[src/rtl/cpu_pkg.sv]
// Shared CPU definitions: instruction field map, opcodes, default widths and fetch FSM states.
package cpu_pkg;

  localparam int unsigned DEF_PC_W    = 32;
  localparam int unsigned DEF_INSTR_W = 16;
  localparam int unsigned OPC_W       = 5;

  // Instruction field map
  localparam int unsigned OPC_MSB  = 15;
  localparam int unsigned OPC_LSB  = 11;
  localparam int unsigned RDST_MSB = 10;
  localparam int unsigned RDST_LSB = 8;
  localparam int unsigned RS1_MSB  = 7;
  localparam int unsigned RS1_LSB  = 5;
  localparam int unsigned RS2_MSB  = 4;
  localparam int unsigned RS2_LSB  = 2;

  localparam logic [OPC_W-1:0] OP_NOP = 5'b00000;
  localparam logic [OPC_W-1:0] OP_LDM = 5'b00001;

  localparam logic [DEF_INSTR_W-1:0] DEF_NOP_WORD = 16'h0000;

  typedef enum logic [0:0] {
    S_FETCH,
    S_IMM
  } fetchState_e;

  function automatic logic [OPC_W-1:0] getOpcode(input logic [DEF_INSTR_W-1:0] word);
    return word[OPC_MSB:OPC_LSB];
  endfunction

endpackage

[src/rtl/fetch_stage_if.sv]
// Instruction memory bus between the fetch stage (master) and instruction memory (slave).
interface fetch_stage_if #(
  parameter int unsigned PC_W    = 32,
  parameter int unsigned INSTR_W = 16
);
  logic [PC_W-1:0]    imemAddr;
  logic [INSTR_W-1:0] imemData;

  modport master (output imemAddr, input imemData);
  modport slave  (input imemAddr, output imemData);
endinterface

[src/rtl/ifid_reg.sv]
// IF/ID pipeline register: synchronous clear (reset or bubble) takes priority over load.
module ifid_reg #(
  parameter int unsigned        PC_W     = 32,
  parameter int unsigned        INSTR_W  = 16,
  parameter logic [INSTR_W-1:0] NOP_WORD = '0
) (
  input  logic               clk,
  input  logic               clr,
  input  logic               ld,
  input  logic [INSTR_W-1:0] instrIn,
  input  logic [INSTR_W-1:0] immIn,
  input  logic [PC_W-1:0]    pcIn,
  output logic [INSTR_W-1:0] instr,
  output logic [INSTR_W-1:0] imm,
  output logic [PC_W-1:0]    pc,
  output logic               valid
);

  always_ff @(posedge clk) begin
    if (clr) begin
      instr <= NOP_WORD;
      imm   <= '0;
      pc    <= '0;
      valid <= 1'b0;
    end else if (ld) begin
      instr <= instrIn;
      imm   <= immIn;
      pc    <= pcIn;
      valid <= 1'b1;
    end
  end

endmodule

[src/rtl/fetch_stage.sv]
// Instruction fetch + IF/ID register; assembles two-word LDM (opcode word + immediate).
// Build option: define FETCH_COUNT_EN to implement the retired-fetch counter on fetchCount.
module fetch_stage
  import cpu_pkg::*;
#(
  parameter int unsigned        PC_W       = DEF_PC_W,
  parameter int unsigned        INSTR_W    = DEF_INSTR_W,
  parameter logic [PC_W-1:0]    RESET_PC   = '0,
  parameter logic [OPC_W-1:0]   LDM_OPCODE = OP_LDM,
  parameter logic [INSTR_W-1:0] NOP_WORD   = DEF_NOP_WORD
) (
  input  logic               clk,
  input  logic               rst,
  input  logic               stall,
  input  logic               redirect,
  input  logic [PC_W-1:0]    redirectPc,
  fetch_stage_if.master      imem,
  output logic [INSTR_W-1:0] ifidInstr,
  output logic [INSTR_W-1:0] ifidImm,
  output logic [PC_W-1:0]    ifidPc,
  output logic               ifidValid,
  output logic [OPC_W-1:0]   opCode,
  output logic               ldmEn,
  output logic [31:0]        fetchCount
);

  fetchState_e        stateQ, stateD;
  logic [PC_W-1:0]    pcQ, pcD;
  logic [INSTR_W-1:0] holdQ, holdD;
  logic [PC_W-1:0]    holdPcQ, holdPcD;

  logic               loadValid;
  logic               bubble;
  logic [INSTR_W-1:0] instrIn;
  logic [INSTR_W-1:0] immIn;
  logic [PC_W-1:0]    pcIn;
  logic [PC_W-1:0]    pcInc;

  assign imem.imemAddr = pcQ;
  assign pcInc         = pcQ + PC_W'(1);

  always_comb begin
    stateD    = stateQ;
    pcD       = pcQ;
    holdD     = holdQ;
    holdPcD   = holdPcQ;
    loadValid = 1'b0;
    bubble    = 1'b0;
    instrIn   = imem.imemData;
    immIn     = '0;
    pcIn      = pcQ;

    if (redirect) begin
      // Redirect beats stall and abandons any half-assembled LDM.
      pcD     = redirectPc;
      stateD  = S_FETCH;
      holdD   = '0;
      holdPcD = '0;
      bubble  = 1'b1;
    end else if (!stall) begin
      pcD = pcInc;
      unique case (stateQ)
        S_FETCH: begin
          if (imem.imemData[OPC_MSB:OPC_LSB] == LDM_OPCODE) begin
            holdD   = imem.imemData;
            holdPcD = pcQ;
            bubble  = 1'b1;
            stateD  = S_IMM;
          end else begin
            loadValid = 1'b1;
          end
        end
        S_IMM: begin
          instrIn   = holdQ;
          immIn     = imem.imemData;
          pcIn      = holdPcQ;
          loadValid = 1'b1;
          stateD    = S_FETCH;
        end
        default: stateD = S_FETCH;
      endcase
    end
  end

  always_ff @(posedge clk) begin
    if (rst) begin
      stateQ  <= S_FETCH;
      pcQ     <= RESET_PC;
      holdQ   <= '0;
      holdPcQ <= '0;
    end else begin
      stateQ  <= stateD;
      pcQ     <= pcD;
      holdQ   <= holdD;
      holdPcQ <= holdPcD;
    end
  end

  ifid_reg #(
    .PC_W    (PC_W),
    .INSTR_W (INSTR_W),
    .NOP_WORD(NOP_WORD)
  ) u_ifid (
    .clk    (clk),
    .clr    (rst | bubble),
    .ld     (loadValid),
    .instrIn(instrIn),
    .immIn  (immIn),
    .pcIn   (pcIn),
    .instr  (ifidInstr),
    .imm    (ifidImm),
    .pc     (ifidPc),
    .valid  (ifidValid)
  );

  assign opCode = ifidInstr[OPC_MSB:OPC_LSB];
  assign ldmEn  = ifidValid & (opCode == LDM_OPCODE);

`ifdef FETCH_COUNT_EN
  logic [31:0] countQ;

  always_ff @(posedge clk) begin
    if (rst) begin
      countQ <= '0;
    end else if (loadValid) begin
      countQ <= countQ + 32'd1;
    end
  end

  assign fetchCount = countQ;
`else
  assign fetchCount = 32'd0;
`endif

endmodule

[src/flat_wrapper.sv]
// flat-port wrapper written by rule: the top's interface ports become plain ports
module fetch_stage_flat import cpu_pkg::*;
#(
  parameter int unsigned        PC_W       = DEF_PC_W,
  parameter int unsigned        INSTR_W    = DEF_INSTR_W,
  parameter logic [PC_W-1:0]    RESET_PC   = '0,
  parameter logic [OPC_W-1:0]   LDM_OPCODE = OP_LDM,
  parameter logic [INSTR_W-1:0] NOP_WORD   = DEF_NOP_WORD
)
  (clk, rst, stall, redirect, redirectPc, ifidInstr, ifidImm, ifidPc, ifidValid, opCode, ldmEn, fetchCount, imem_imemAddr, imem_imemData);
  fetch_stage_if #(.PC_W(PC_W), .INSTR_W(INSTR_W)) imem_i ();
  input  logic clk;
  input  logic rst;
  input  logic stall;
  input  logic redirect;
  input  logic [PC_W-1:0] redirectPc;
  output logic [INSTR_W-1:0] ifidInstr;
  output logic [INSTR_W-1:0] ifidImm;
  output logic [PC_W-1:0] ifidPc;
  output logic ifidValid;
  output logic [OPC_W-1:0] opCode;
  output logic ldmEn;
  output logic [31:0] fetchCount;
  output wire logic [$bits(imem_i.imemAddr)-1:0] imem_imemAddr;
  input wire logic [$bits(imem_i.imemData)-1:0] imem_imemData;
  assign imem_imemAddr = imem_i.imemAddr;
  assign imem_i.imemData = imem_imemData;
  fetch_stage #(.PC_W(PC_W), .INSTR_W(INSTR_W), .RESET_PC(RESET_PC), .LDM_OPCODE(LDM_OPCODE), .NOP_WORD(NOP_WORD)) u_core (.clk(clk), .rst(rst), .stall(stall), .redirect(redirect), .redirectPc(redirectPc), .imem(imem_i), .ifidInstr(ifidInstr), .ifidImm(ifidImm), .ifidPc(ifidPc), .ifidValid(ifidValid), .opCode(opCode), .ldmEn(ldmEn), .fetchCount(fetchCount));
endmodule
[config.mk]
export PLATFORM = sky130hd
export DESIGN_NAME = fetch_stage_flat
export DESIGN_NICKNAME = d
export VERILOG_FILES = /design/src/rtl/cpu_pkg.sv /design/src/rtl/fetch_stage_if.sv /design/src/rtl/ifid_reg.sv /design/src/rtl/fetch_stage.sv /design/src/flat_wrapper.sv
export SDC_FILE = /design/constraint.sdc
export NUM_CORES = 1
export LEC_CHECK = 0
export CORE_UTILIZATION = 44
export CTS_CLUSTER_DIAMETER = 30
export DETAILED_ROUTE_END_ITERATION = 16
export GPL_TIMING_DRIVEN = 0
export PLACE_DENSITY = 0.76
export REMOVE_ABC_BUFFERS = 1
export SYNTH_ARGS = -nofsm -noshare
export SYNTH_HDL_FRONTEND = slang
export SYNTH_SLANG_ARGS = --single-unit
export TNS_END_PERCENT = 30
[constraint.sdc]
create_clock -name clk -period 4.12 [get_ports clk]
set_input_delay 1.236 -clock clk [delete_from_list [all_inputs] [get_ports clk]]
set_output_delay 1.236 -clock clk [all_outputs]
set_load 0.01 [all_outputs]
# Word level (Yosys, flattened, before mapping)
# Cells that the tools add are included.
# op_classes
n_addsub	1
eq_ne	3
n_mux	20
bitwise_logic	4
reduce_logical	2
# ops
operator	n
2-to-1 mux 32 bit	5
2-to-1 mux 16 bit	6
adder 32 x 1 -> 32 bit, second input constant	1
== test 5 x 1 -> 1 bit, second input constant	2
2-to-1 mux 1 bit	7
one-hot mux 1 bit (2 select lines)	2
AND reduction 3 bit	1
!= test 2 x 1 -> 1 bit, second input constant	1
inverter 1 bit	2
OR reduction 2 bit	1
bitwise AND 1 bit	1
bitwise OR 1 bit	1
# totals
ff_bits	146
elab_cells	38

# Logic depth before layout (Yosys ltp)
# logic_depth
depth_word	6
ltp_mapped	9

# By module
# From an unflattened synthesis, not the netlist that was laid out.
# hier_totals
hier_cells	793
area_unflattened_um2	6962.9
# modules_own_cells
module	instances	cells_per_inst	area_each_um2	seq_area_each_um2
fetch_stage	1	584	4652.0	1621.6
ifid_reg	1	209	2311.0	1301.2

# Least setup slack after synthesis
# Ideal clock, no wire load.
# synth_path
path_type	input to register
from	in imem_imemData[12]
to	reg u_core.u_ifid.pc[13]
arrival_ns	2.438
required_time_ns	3.982
slack_ns	1.545
stages	8
n_path_buf	3
cell_sequence	nor4b_1 nand2_1 or2_2 clkbuf_1 nand2_1 buf_4 buf_2 a211oi_1
# synth_between
elab_chain_cells	6
elab_cells_between_ends	10
# synth_lines
element	line	source
start: declaration	flat_wrapper.sv:25	input wire logic [$bits(imem_i.imemData)-1:0] imem_imemData;
== test 5 x 1 -> 1 bit *	fetch_stage.sv:64	if (imem.imemData[OPC_MSB:OPC_LSB] == LDM_OPCODE) begin
2-to-1 mux 1 bit	fetch_stage.sv:64	
2-to-1 mux 1 bit	fetch_stage.sv:62	unique case (stateQ)
2-to-1 mux 1 bit	fetch_stage.sv:60	end else if (!stall) begin
2-to-1 mux 1 bit	fetch_stage.sv:53	if (redirect) begin
bitwise OR 1 bit	fetch_stage.sv:105	.clr (rst | bubble),
end signal: assignment	ifid_reg.sv:28	pc <= pcIn;
end: declaration	ifid_reg.sv:15	output logic [PC_W-1:0] pc,
# Every way passes the cells marked *; elsewhere a longest branch is shown, timed or not.
# A chain may end at the register's enable or synchronous reset.

# Worst setup path after layout
# layout_path
from	in stall
to	reg u_core.u_ifid.instr[4]
# layout_between
elab_chain_cells	3
elab_cells_between_ends	7
# layout_lines
element	line	source
start: declaration	flat_wrapper.sv:14	input logic stall;
2-to-1 mux 1 bit	fetch_stage.sv:60	
2-to-1 mux 1 bit	fetch_stage.sv:53	
bitwise OR 1 bit	fetch_stage.sv:105	
end signal: assignment	ifid_reg.sv:26	instr <= instrIn;
end: declaration	ifid_reg.sv:13	output logic [INSTR_W-1:0] instr,
# Several ways; a longest one is shown, not always the timed one.

==> flow_summary.ini <==
[sta]
setup_viol = 0
timing.hold.ws_ps = 454.3
slew_viol_final = 0
rsz0062_at_grt = false
finalSetupTns_ps = 0
hold_viol_final = 0
worst_pin_slew_ps = 1240
fin_crit_ps = 3829
maxSlewHeadroom = 0.1708
fmax_mhz = 261.2
timing.final.crit_share = 0.9294
fin_worst_skew_ps = 8.541

[floorplan]
start_util = 0.4494
die_w_um = 123.6
die_y_um = 123.6
row_count = 44
core_area_sq_mm = 0.01448
die_area_sq_mm = 0.01528
boundaryPins = 187

[layout]
final_cell_mix = clkdlybuf4s50_1 (153), dfxtp_1 (146), nand2_1 (113)
nNetsFinal = 924
area_growth_pct = 31.75
mostFrequentLayoutCell = clkdlybuf4s50_1
final_core_util = 0.5920
antenna_cells = 0
layout-drive-gt1-share = 0.05656
layout.cells.non_filler = 1068

[drt]
wl_per_cell_um = 15.52
route.antenna.remaining_nets = 0
remaining_drc_errors = 0
firstDrtPassIters = 5
via_per_inst = 5.254
via_count = 5611
drt_iter0_markers = 299
wl_mm = 16.58

[worst_hold_path]
hold_depth = 2
hp-class = reg -> reg

[worst_setup_path]
critical-path-top-delay-family = simple AND/OR/NAND/NOR gates
critical_path_class = in -> reg
path_cells = clkdlybuf4s50_1 > or2_2 > nand2_2 > buf_12 > a211oi_1
worstSetupPathDepth = 5
cp_slowest_cell = or2_2
cp.arrival_ps = 4150
startpoint_type = input port
end_kind = flop
crit_path_max_incr_delay_ps = 910
ff2ff_path_depth = 6
cp_max_fo = 49
path_buf_inv = 2
worstPathRequired_ps = 4440

[synth]
ys.flop_type = dfxtp_1
synth_edf_count = 0
synth.distinct_cells = 49
synth-seq-area-share = 0.4492
ys_seq_elements = 146
synth_area_sq_mm = 0.006506
syn_inst = 756
syn_avg_cell_area_sq_um = 8.606
yosys_warnings = 0
async_flop_share = 0

[grt]
grt_usage = 0.2239
overflow = 0
grt_first_pass_wirelength_mm = 26.32
antenna_found_initial = 0
grt_max_degree = 54
grt_pass1_vias = 5023

[run]
drv_cap = 0

[power]
peakVddDrop_mv = 0.3229
intPower_mw = 2.603
p_seq_frac = 0.438
power.share.combinational = 0.097
clockPowerShare = 0.465
power.density_mw_per_mm2 = 399.4
p_leak_nw = 2.893
swShare = 0.2397
power_mw = 3.424
power_switching_mw = 0.8207

[clock_tree]
path_clk_slew_ps = 60
cts_buffers = 17
clock_latency_ps = 420
post-cts-setup-buffers = 0
cts.sinks = 146
cts_buffer_depth = 2
cts_tree = yes
root_buffer = clkbuf_16
htreeDepth = 4

[outcome]
status = complete, no violations

[placement]
dp_cells = 1035
gp_congestion = 0.7780
dp_hpwl_mm = 10.76
numPortBuffers = 154
==> worst paths after layout <==
path / from / to / slack [ps]
worst max-delay path: stall / u_core.u_ifid.instr[4] / 290
worst min-delay path: u_core.holdPcQ[27] / u_core.holdPcQ[27] / 450
worst max register to register: u_core.stateQ / u_core.u_ifid.instr[4] / 1410
worst min register to register: u_core.holdPcQ[27] / u_core.holdPcQ[27] / 450
==> sequential cells by signal (all words and copies together), names as in the netlist <==
register              cells
u_core.holdQ             16
u_core.stateQ             1
u_core.u_ifid.valid       1
u_core.imem.imemAddr     32
u_core.u_ifid.instr      16
u_core.u_ifid.pc         32
u_core.holdPcQ           32
u_core.u_ifid.imm        16
==> cells by family (layout without fill, tap and decap cells) <==
family | after synthesis | count (layout) | synth area share
xor+xnor | 23 | 23 | 0.03096
buf+inv | 100 | 197 | 0.09154
other cells | 1 | 32 | 0.0005764
simple gates | 286 | 286 | 0.1992
flops | 146 | 146 | 0.4492
mux | 51 | 51 | 0.07846
compound gates | 148 | 148 | 0.1481
fa+ha+maj | 1 | 1 | 0.001923
==> power by group through the flow <==
stage	registers, mW	clock network [mW]	logic [mW]
floorplan	1.54	0	0.131
global placement	1.53	0	0.322
detailed placement	1.53	0	0.330
CTS	1.50	1.63	0.334
global route	1.51	1.69	0.363
finish	1.50	1.59	0.331
==> metal layers <==
layer | wire (um) | global-route usage | part of all wire | vias to the layer above
li1 | - | - | - | 2780
met1 | 7357 | 0.2921 | 0.44 | 2651
met2 | 7939 | 0.3608 | 0.48 | 165
met3 | 1104 | 0.06456 | 0.067 | 15
met4 | 179 | 0.05873 | 0.011 | 0
met5 | 0 | 0 | 0 | -
==> synth_stat cells (2+ instances only) <==
| master | n | share of area |
|---|---|---|
| buf_1 | 3 | 0.0017 |
| inv_1 | 5 | 0.0029 |
| buf_6 | 5 | 0.0087 |
| a22oi_1 | 16 | 0.018 |
| nand3_1 | 11 | 0.0085 |
| o21ai_0 | 7 | 0.0054 |
| nor3_1 | 9 | 0.0069 |
| xor2_1 | 8 | 0.011 |
| nor4_2 | 2 | 0.0038 |
| nand4_1 | 12 | 0.012 |
| clkbuf_1 | 21 | 0.012 |
| and3b_1 | 2 | 0.0027 |
| nor2_1 | 99 | 0.057 |
| and4_1 | 4 | 0.0054 |
| xnor2_1 | 15 | 0.020 |
| dfxtp_1 | 146 | 0.45 |
| a21oi_1 | 58 | 0.045 |
| mux2i_1 | 51 | 0.078 |
| nor2b_1 | 3 | 0.0029 |
| nand2_1 | 115 | 0.066 |
| a211oi_1 | 57 | 0.066 |
| buf_2 | 25 | 0.019 |
| buf_4 | 40 | 0.046 |
| and2_1 | 4 | 0.0038 |
| and3_1 | 14 | 0.013 |
==> per-stage QoR <==
| step | worst slack (ps) | area, sq um |
|---|---|---|
| after floorplan | 201.5 | 6046 |
| after global placement | -1975 | 7818 |
| after detailed placement | -883.8 | 7950 |
| after CTS | 274.0 | 8572 |
| after global routing | 18.82 | 8572 |
| final | 290.8 | 8572 |
==> what timing repair did <==
action / 4_1_cts / 5_1_grt
resized for setup: 2 / 0
hold buffers: 0 / 0
setup endpoints to repair: 26 / 0
==> tightest hold or removal path: stages, from the launching register on <==
cell and delay [ps]:
dfxtp_1 310, nand2_1 50, a21oi_1 50
==> final cells by class <==
| class | count | area, sq um |
|---|---|---|
| fill | 1295 | 5907 |
| multi-input combinational | 541 | 3122 |
| sequential | 146 | 2923 |
| timing repair buffer | 159 | 1655 |
| clock buffer | 21 | 460.4 |
| tap | 184 | 230.2 |
| clock inverter | 11 | 153.9 |
| inverter | 5 | 22.52 |
| timing repair inverter | 1 | 5.005 |
Note: power is estimated with default switching activity, not from simulation.
